==> src/rtl/instruction_fetch_pkg.sv <==
// Shared constants for the fetch stage and the control unit that consumes its output:
// MIPS opcode/funct fields, fetch FSM encoding and the default reset vector.
package instruction_fetch_pkg;

   localparam logic [31:0] RESET_PC_DEFAULT = 32'h0000_0000;

   localparam logic [5:0] OP_RTYPE = 6'h00;
   localparam logic [5:0] OP_J     = 6'h02;
   localparam logic [5:0] OP_JAL   = 6'h03;
   localparam logic [5:0] OP_BEQ   = 6'h04;
   localparam logic [5:0] OP_BNE   = 6'h05;
   localparam logic [5:0] OP_ADDI  = 6'h08;
   localparam logic [5:0] OP_LW    = 6'h23;
   localparam logic [5:0] OP_SW    = 6'h2B;

   localparam logic [5:0] FN_JR    = 6'h08;
   localparam logic [5:0] FN_ADD   = 6'h20;
   localparam logic [5:0] FN_SUB   = 6'h22;
   localparam logic [5:0] FN_AND   = 6'h24;
   localparam logic [5:0] FN_OR    = 6'h25;
   localparam logic [5:0] FN_SLT   = 6'h2A;

   localparam logic [1:0] ST_REQ  = 2'd0;
   localparam logic [1:0] ST_WAIT = 2'd1;
   localparam logic [1:0] ST_HOLD = 2'd2;
   localparam logic [1:0] ST_DROP = 2'd3;

   typedef enum logic [1:0] {
      REDIR_NONE = 2'd0,
      REDIR_BR   = 2'd1,
      REDIR_JR   = 2'd2,
      REDIR_JUMP = 2'd3
   } redir_src_e;

endpackage

==> src/rtl/next_pc_mux.sv <==
// Redirect arbitration for the fetch stage: EX branch beats ID jr beats ID j/jal.
// Purely combinational; the selected target is always returned word-aligned.
module next_pc_mux
   import instruction_fetch_pkg::*;
(
   input  logic        br_taken,
   input  logic [31:0] br_target,
   input  logic        jr,
   input  logic [31:0] jr_target,
   input  logic        jump,
   input  logic [25:0] jump_index,
   input  logic [3:0]  pc4_hi,
   output logic        redir_valid,
   output logic [31:0] redir_target
);

   redir_src_e  src;
   logic [31:0] raw_target;

   always_comb begin
      src        = REDIR_NONE;
      raw_target = 32'h0;
      if (br_taken) begin
         src        = REDIR_BR;
         raw_target = br_target;
      end else if (jr) begin
         src        = REDIR_JR;
         raw_target = jr_target;
      end else if (jump) begin
         src        = REDIR_JUMP;
         raw_target = {pc4_hi, jump_index, 2'b00};
      end
   end

   assign redir_valid  = (src != REDIR_NONE);
   assign redir_target = raw_target & 32'hFFFF_FFFC;

endmodule

==> src/rtl/instruction_fetch.sv <==
// Single-outstanding instruction fetch with an IF/ID slot and one-entry skid buffer.
//   state | meaning
//   REQ   | drive imem_req with pc, wait for imem_ready
//   WAIT  | request accepted, waiting for imem_rvalid
//   HOLD  | returned word parked in skid while ID stalls
//   DROP  | redirected with a response in flight; swallow it
module instruction_fetch
   import instruction_fetch_pkg::*;
#(
   parameter logic [31:0] RESET_PC = RESET_PC_DEFAULT
) (
   input  logic        clk,
   input  logic        rst_n,
   output logic        imem_req,
   output logic [31:0] imem_addr,
   input  logic        imem_ready,
   input  logic        imem_rvalid,
   input  logic [31:0] imem_rdata,
   output logic        id_valid,
   output logic [31:0] id_instr,
   output logic [31:0] id_pc4,
   input  logic        id_stall,
   input  logic        br_taken,
   input  logic [31:0] br_target,
   input  logic        jr,
   input  logic [31:0] jr_target,
   input  logic        jump,
   input  logic [25:0] jump_index
);

   logic [1:0]  state_q, state_d;
   logic [31:0] pc_q, pc_d;
   logic        id_valid_q, id_valid_d;
   logic [31:0] id_instr_q, id_instr_d;
   logic [31:0] id_pc4_q, id_pc4_d;
   logic [31:0] skid_instr_q, skid_instr_d;
   logic [31:0] skid_pc4_q, skid_pc4_d;

   logic        redir_valid;
   logic [31:0] redir_target;
   logic [31:0] pc_plus4;
   logic        slot_free;

   next_pc_mux u_next_pc_mux (
      .br_taken     (br_taken),
      .br_target    (br_target),
      .jr           (jr),
      .jr_target    (jr_target),
      .jump         (jump),
      .jump_index   (jump_index),
      .pc4_hi       (id_pc4_q[31:28]),
      .redir_valid  (redir_valid),
      .redir_target (redir_target)
   );

   assign pc_plus4  = pc_q + 32'd4;
   assign slot_free = !id_valid_q || !id_stall;

   always_comb begin
      state_d      = state_q;
      pc_d         = pc_q;
      id_valid_d   = id_valid_q;
      id_instr_d   = id_instr_q;
      id_pc4_d     = id_pc4_q;
      skid_instr_d = skid_instr_q;
      skid_pc4_d   = skid_pc4_q;

      if (id_valid_q && !id_stall)
         id_valid_d = 1'b0;

      if (redir_valid) begin
         pc_d       = redir_target;
         id_valid_d = 1'b0;
         // A request still owed by memory must be drained before refetching.
         case (state_q)
            ST_REQ:  state_d = imem_ready  ? ST_DROP : ST_REQ;
            ST_WAIT: state_d = imem_rvalid ? ST_REQ  : ST_DROP;
            ST_DROP: state_d = imem_rvalid ? ST_REQ  : ST_DROP;
            default: state_d = ST_REQ;
         endcase
      end else begin
         case (state_q)
            ST_REQ: begin
               if (imem_ready)
                  state_d = ST_WAIT;
            end
            ST_WAIT: begin
               if (imem_rvalid) begin
                  pc_d = pc_plus4;
                  if (slot_free) begin
                     id_valid_d = 1'b1;
                     id_instr_d = imem_rdata;
                     id_pc4_d   = pc_plus4;
                     state_d    = ST_REQ;
                  end else begin
                     skid_instr_d = imem_rdata;
                     skid_pc4_d   = pc_plus4;
                     state_d      = ST_HOLD;
                  end
               end
            end
            ST_HOLD: begin
               if (!id_stall) begin
                  id_valid_d = 1'b1;
                  id_instr_d = skid_instr_q;
                  id_pc4_d   = skid_pc4_q;
                  state_d    = ST_REQ;
               end
            end
            ST_DROP: begin
               if (imem_rvalid)
                  state_d = ST_REQ;
            end
            default: state_d = ST_REQ;
         endcase
      end
   end

   always_ff @(posedge clk or negedge rst_n) begin
      if (!rst_n) begin
         state_q      <= ST_REQ;
         pc_q         <= RESET_PC;
         id_valid_q   <= 1'b0;
         id_instr_q   <= 32'h0;
         id_pc4_q     <= 32'h0;
         skid_instr_q <= 32'h0;
         skid_pc4_q   <= 32'h0;
      end else begin
         state_q      <= state_d;
         pc_q         <= pc_d;
         id_valid_q   <= id_valid_d;
         id_instr_q   <= id_instr_d;
         id_pc4_q     <= id_pc4_d;
         skid_instr_q <= skid_instr_d;
         skid_pc4_q   <= skid_pc4_d;
      end
   end

   // Gated by rst_n so the request drops the instant reset asserts.
   assign imem_req  = rst_n && (state_q == ST_REQ);
   assign imem_addr = pc_q;
   assign id_valid  = id_valid_q;
   assign id_instr  = id_instr_q;
   assign id_pc4    = id_pc4_q;

endmodule

==> config.mk <==
export PLATFORM = sky130hd
export DESIGN_NAME = instruction_fetch
export DESIGN_NICKNAME = d
export VERILOG_FILES = /design/src/rtl/instruction_fetch_pkg.sv /design/src/rtl/next_pc_mux.sv /design/src/rtl/instruction_fetch.sv
export SDC_FILE = /design/constraint.sdc
export NUM_CORES = 1
export LEC_CHECK = 0
export BUFFER_PORTS_ARGS = -buffer_cell sky130_fd_sc_hd__buf_2
export CAP_MARGIN = 0
export CORE_MARGIN = 4
export CORE_UTILIZATION = 57
export DETAILED_ROUTE_END_ITERATION = 12
export GPL_TIMING_DRIVEN = 0
export PLACE_DENSITY = 0.86
export SETUP_SLACK_MARGIN = 0.2
export SYNTH_ARGS = -nofsm -noshare
export SYNTH_HDL_FRONTEND = slang
export SYNTH_SLANG_ARGS = --single-unit
==> constraint.sdc <==
create_clock -name clk -period 5.2 [get_ports clk]
set_clock_uncertainty 0.1 [all_clocks]
set_input_delay 1.04 -clock clk [delete_from_list [all_inputs] [get_ports clk]]
set_output_delay 1.04 -clock clk [all_outputs]
set_load 0.02 [all_outputs]
==> flow_metrics.env <==
export IMPL_crit_type="primary input to primary output"
export IMPL_hold_class="flop to flop"
export IMPL_netlist_top_cells_count="nand2_1 (249), dfrtp_1 (157), o21ai_0 (69)"
export IMPL_synth_seq_area_share_pct=48.86
export IMPL_design_die_area_um2=16070
export IMPL_die_w_um=126.8
export IMPL_core_area_um2=13830
export IMPL_rrSetupSlack_ns=2.06
export IMPL_synth_edff_count=0
export IMPL_cts_tree="done"
export IMPL_use_met1_pct=39.60
export IMPL_rsz0062_at_grt="no"
export IMPL_slew_viol_final=0
export IMPL_port_buffers=218
export IMPL_synth_top_area_share_pct=48.86
export IMPL_wl_per_cell_um=18.51
export IMPL_worstHoldStart="id_instr[13]$_DFFE_PN0P_"
export IMPL_post_cts_buffers=0
export IMPL_rr_endpoint="id_pc4[17]$_DFFE_PN0P_"
export IMPL_period_share_pct=67.63
export IMPL_die_h_um=126.8
export IMPL_synthCells=883
export IMPL_grt_overflow_total=0
export IMPL_crit_path_end="imem_req"
export IMPL_syn_area_per_cell_um2=9.106
export IMPL_initial_utilization_pct=58.15
export IMPL_cts_buffers=17
export IMPL_fin_ws_ns=1.684
export IMPL_vias_per_cell=5.830
export IMPL_max_clock_freq_ghz=0.2844
export IMPL_grt_max_degree=86
export IMPL_antenna_found_initial=0
export IMPL_yosys_area_top_type="dfrtp_1"
export IMPL_netlist_area_um2=8040
export IMPL_cp_startpoint="rst_n"
export IMPL_met3_usage_pct=7.621
export IMPL_cts_sinks=157
export IMPL_p_leak_uw=0.004785
export IMPL_gp_congestion=0.9635
export IMPL_drt_total_wl_um=24370
export IMPL_max_cap_violations=0
export IMPL_outcome="finished, final reports clean"
export IMPL_cts_max_level=4
export IMPL_regToRegStartpoint="state_q[1]$_DFFE_PN0P_"
export IMPL_power_density_nw_per_um2=438.5
export IMPL_clk_pin_slew_ns=0.06
export IMPL_synth_ff_type="dfrtp_1"
export IMPL_dp_slack_ns=1.609
export IMPL_setup_tns_ns=0
export IMPL_insertion_delay_ns=0.43
export IMPL_synthArstFlopShare_pct=100.0
export IMPL_grt_usage_pct=30.77
export IMPL_synth_warnings=0
export IMPL_placed_cell_area_um2=9402
export IMPL_critPathMaxStageDelay_ns=0.55
export IMPL_fin_area_um2=9993
export IMPL_hold_viol=0
export IMPL_period_needed_ns=3.517
export IMPL_fin_util_pct=72.27
export IMPL_io_pin_count=228
export IMPL_fin_nets=1259
export IMPL_clk_path_buf_depth=2
export IMPL_yosys_register_bits=157
export IMPL_row_count=43
export IMPL_critPathMaxFanout=85
export IMPL_critPathCaptureType="primary output"
export IMPL_ant_nets=0
export IMPL_cts_repair_resized=0
export IMPL_yosys_cell_types_count=49
export IMPL_dr_pass1_iters=5
export IMPL_cp_data_arrival_time_ns=2.38
export IMPL_crit_path_start_kind="primary input"
export IMPL_peakVddDrop_mv=0.2585
export IMPL_met2_usage_pct=50.44
export IMPL_cp_slowest_cell="buf_6"
export IMPL_netlist_top_cells_area="dfrtp_1 (49%), nand2_1 (12%), o21ai_0 (4.3%)"
export IMPL_top_usage_layer="met2"
export IMPL_n_antenna_cell=0
export IMPL_place_hpwl_um=18000
export IMPL_dr_first_iter_drc_count=715
export IMPL_yosysMostFrequentCell="nand2_1"
export IMPL_grt_pass1_vias=7717
export IMPL_r2r_cells=8
export IMPL_slew_headroom_pct=36.59
export IMPL_area_growth_pct=24.29
export IMPL_cp_required_ns=4.06
export IMPL_drc=0
export IMPL_grt_pass1_wl_um=39300
export IMPL_cp_cell_sequence="buf_6 -> buf_16 -> and2_1 -> buf_2"
export IMPL_finalSetupViolCount=0
export IMPL_root_buffer="clkbuf_16"
export IMPL_cts_hold_buf=0
export IMPL_worst_slew_pin_slew_ns=0.9460
export IMPL_drive_gt1_share_pct=24.10
export IMPL_dr_total_vias=7678
worst min path at each step:
stage	to	slack (ns)	cells past startpoint
2_1_floorplan	skid_instr_q[0]$_DFFE_PN0P_	0.35	2
3_3_place_gp	id_instr[1]$_DFFE_PN0P_	0.36	2
3_5_place_dp	skid_instr_q[10]$_DFFE_PN0P_	0.36	2
4_1_cts	skid_instr_q[10]$_DFFE_PN0P_	0.38	2
5_1_grt	id_instr[2]$_DFFE_PN0P_	0.40	2
6_report	id_instr[13]$_DFFE_PN0P_	0.37	2
worst max-delay path: cells and delay by family:
family / cells / cell delay (ns)
buffers and inverters: 3 / 1.10
and+or+nand+nor: 1 / 0.18
cell families after synthesis:
family                   synth area share [%]
AO/OA/AOI/OAI                           14.16
adder cells (fa/ha/maj)                0.7781
multiplexers                            5.073
AND/OR/NAND/NOR                         21.43
buffers and inverters                   4.093
other                                 0.04664
flip-flops                              48.86
XOR/XNOR                                5.556
stage by stage:
step / hold slack (ns) / total power (µW) / std cells
2_1_floorplan: 0.3454 / 2549 / 886
3_3_place_gp: 0.3559 / 3073 / 1284
3_5_place_dp: 0.3621 / 3120 / 1285
4_1_cts: 0.3776 / 4375 / 1317
5_1_grt: 0.3951 / 4588 / 1317
6_report: 0.3724 / 4382 / 1317
power by group:
part	internal [µW]	switching, µW	total [µW]
sequential	1480	201	1680
combinational	503	940	1440
clock	740	516	1260
total	2730	1660	4380
per-layer routing:
| layer | vias to the layer above | wire length [µm] |
|---|---|---|
| li1 | 3559 | - |
| met1 | 3671 | 9605 |
| met2 | 389 | 11820 |
| met3 | 59 | 2248 |
| met4 | 0 | 693 |
| met5 | - | 0 |
cell type report:
cell class              count  area [µm²]
plain buffers              67       284.0
clock buffers              22       464.2
clock inverters            10       127.6
fillers                  1044        3834
inverters                  12       45.04
multi-input cells         650        3794
flip-flops and latches    157        3929
well taps                 180       225.2
repair buffers            219        1125
state kept, by name, indices dropped and copies added, names as in the netlist:
register / cells
id_instr: 32
skid_instr_q: 32
id_pc4: 30
imem_addr: 30
skid_pc4_q: 30
state_q: 2
id_valid: 1
cells in the final DEF, fill, tap and decap left out, types with 7 or more instances in the layout:
master	instances
nor4_1	11
clkbuf_1	47
nand2_1	249
and2_1	8
xor2_1	23
dfrtp_1	157
buf_2	228
inv_1	11
clkbuf_16	17
a22oi_1	31
o21ai_0	69
o221ai_1	38
mux2i_1	34
buf_1	7
nand4_1	13
nor2_1	25
nand3_1	23
o21ai_1	7
xnor2_1	28
nor3_1	12
and3_1	7
No activity file was read; power rests on OpenSTA's default activity.
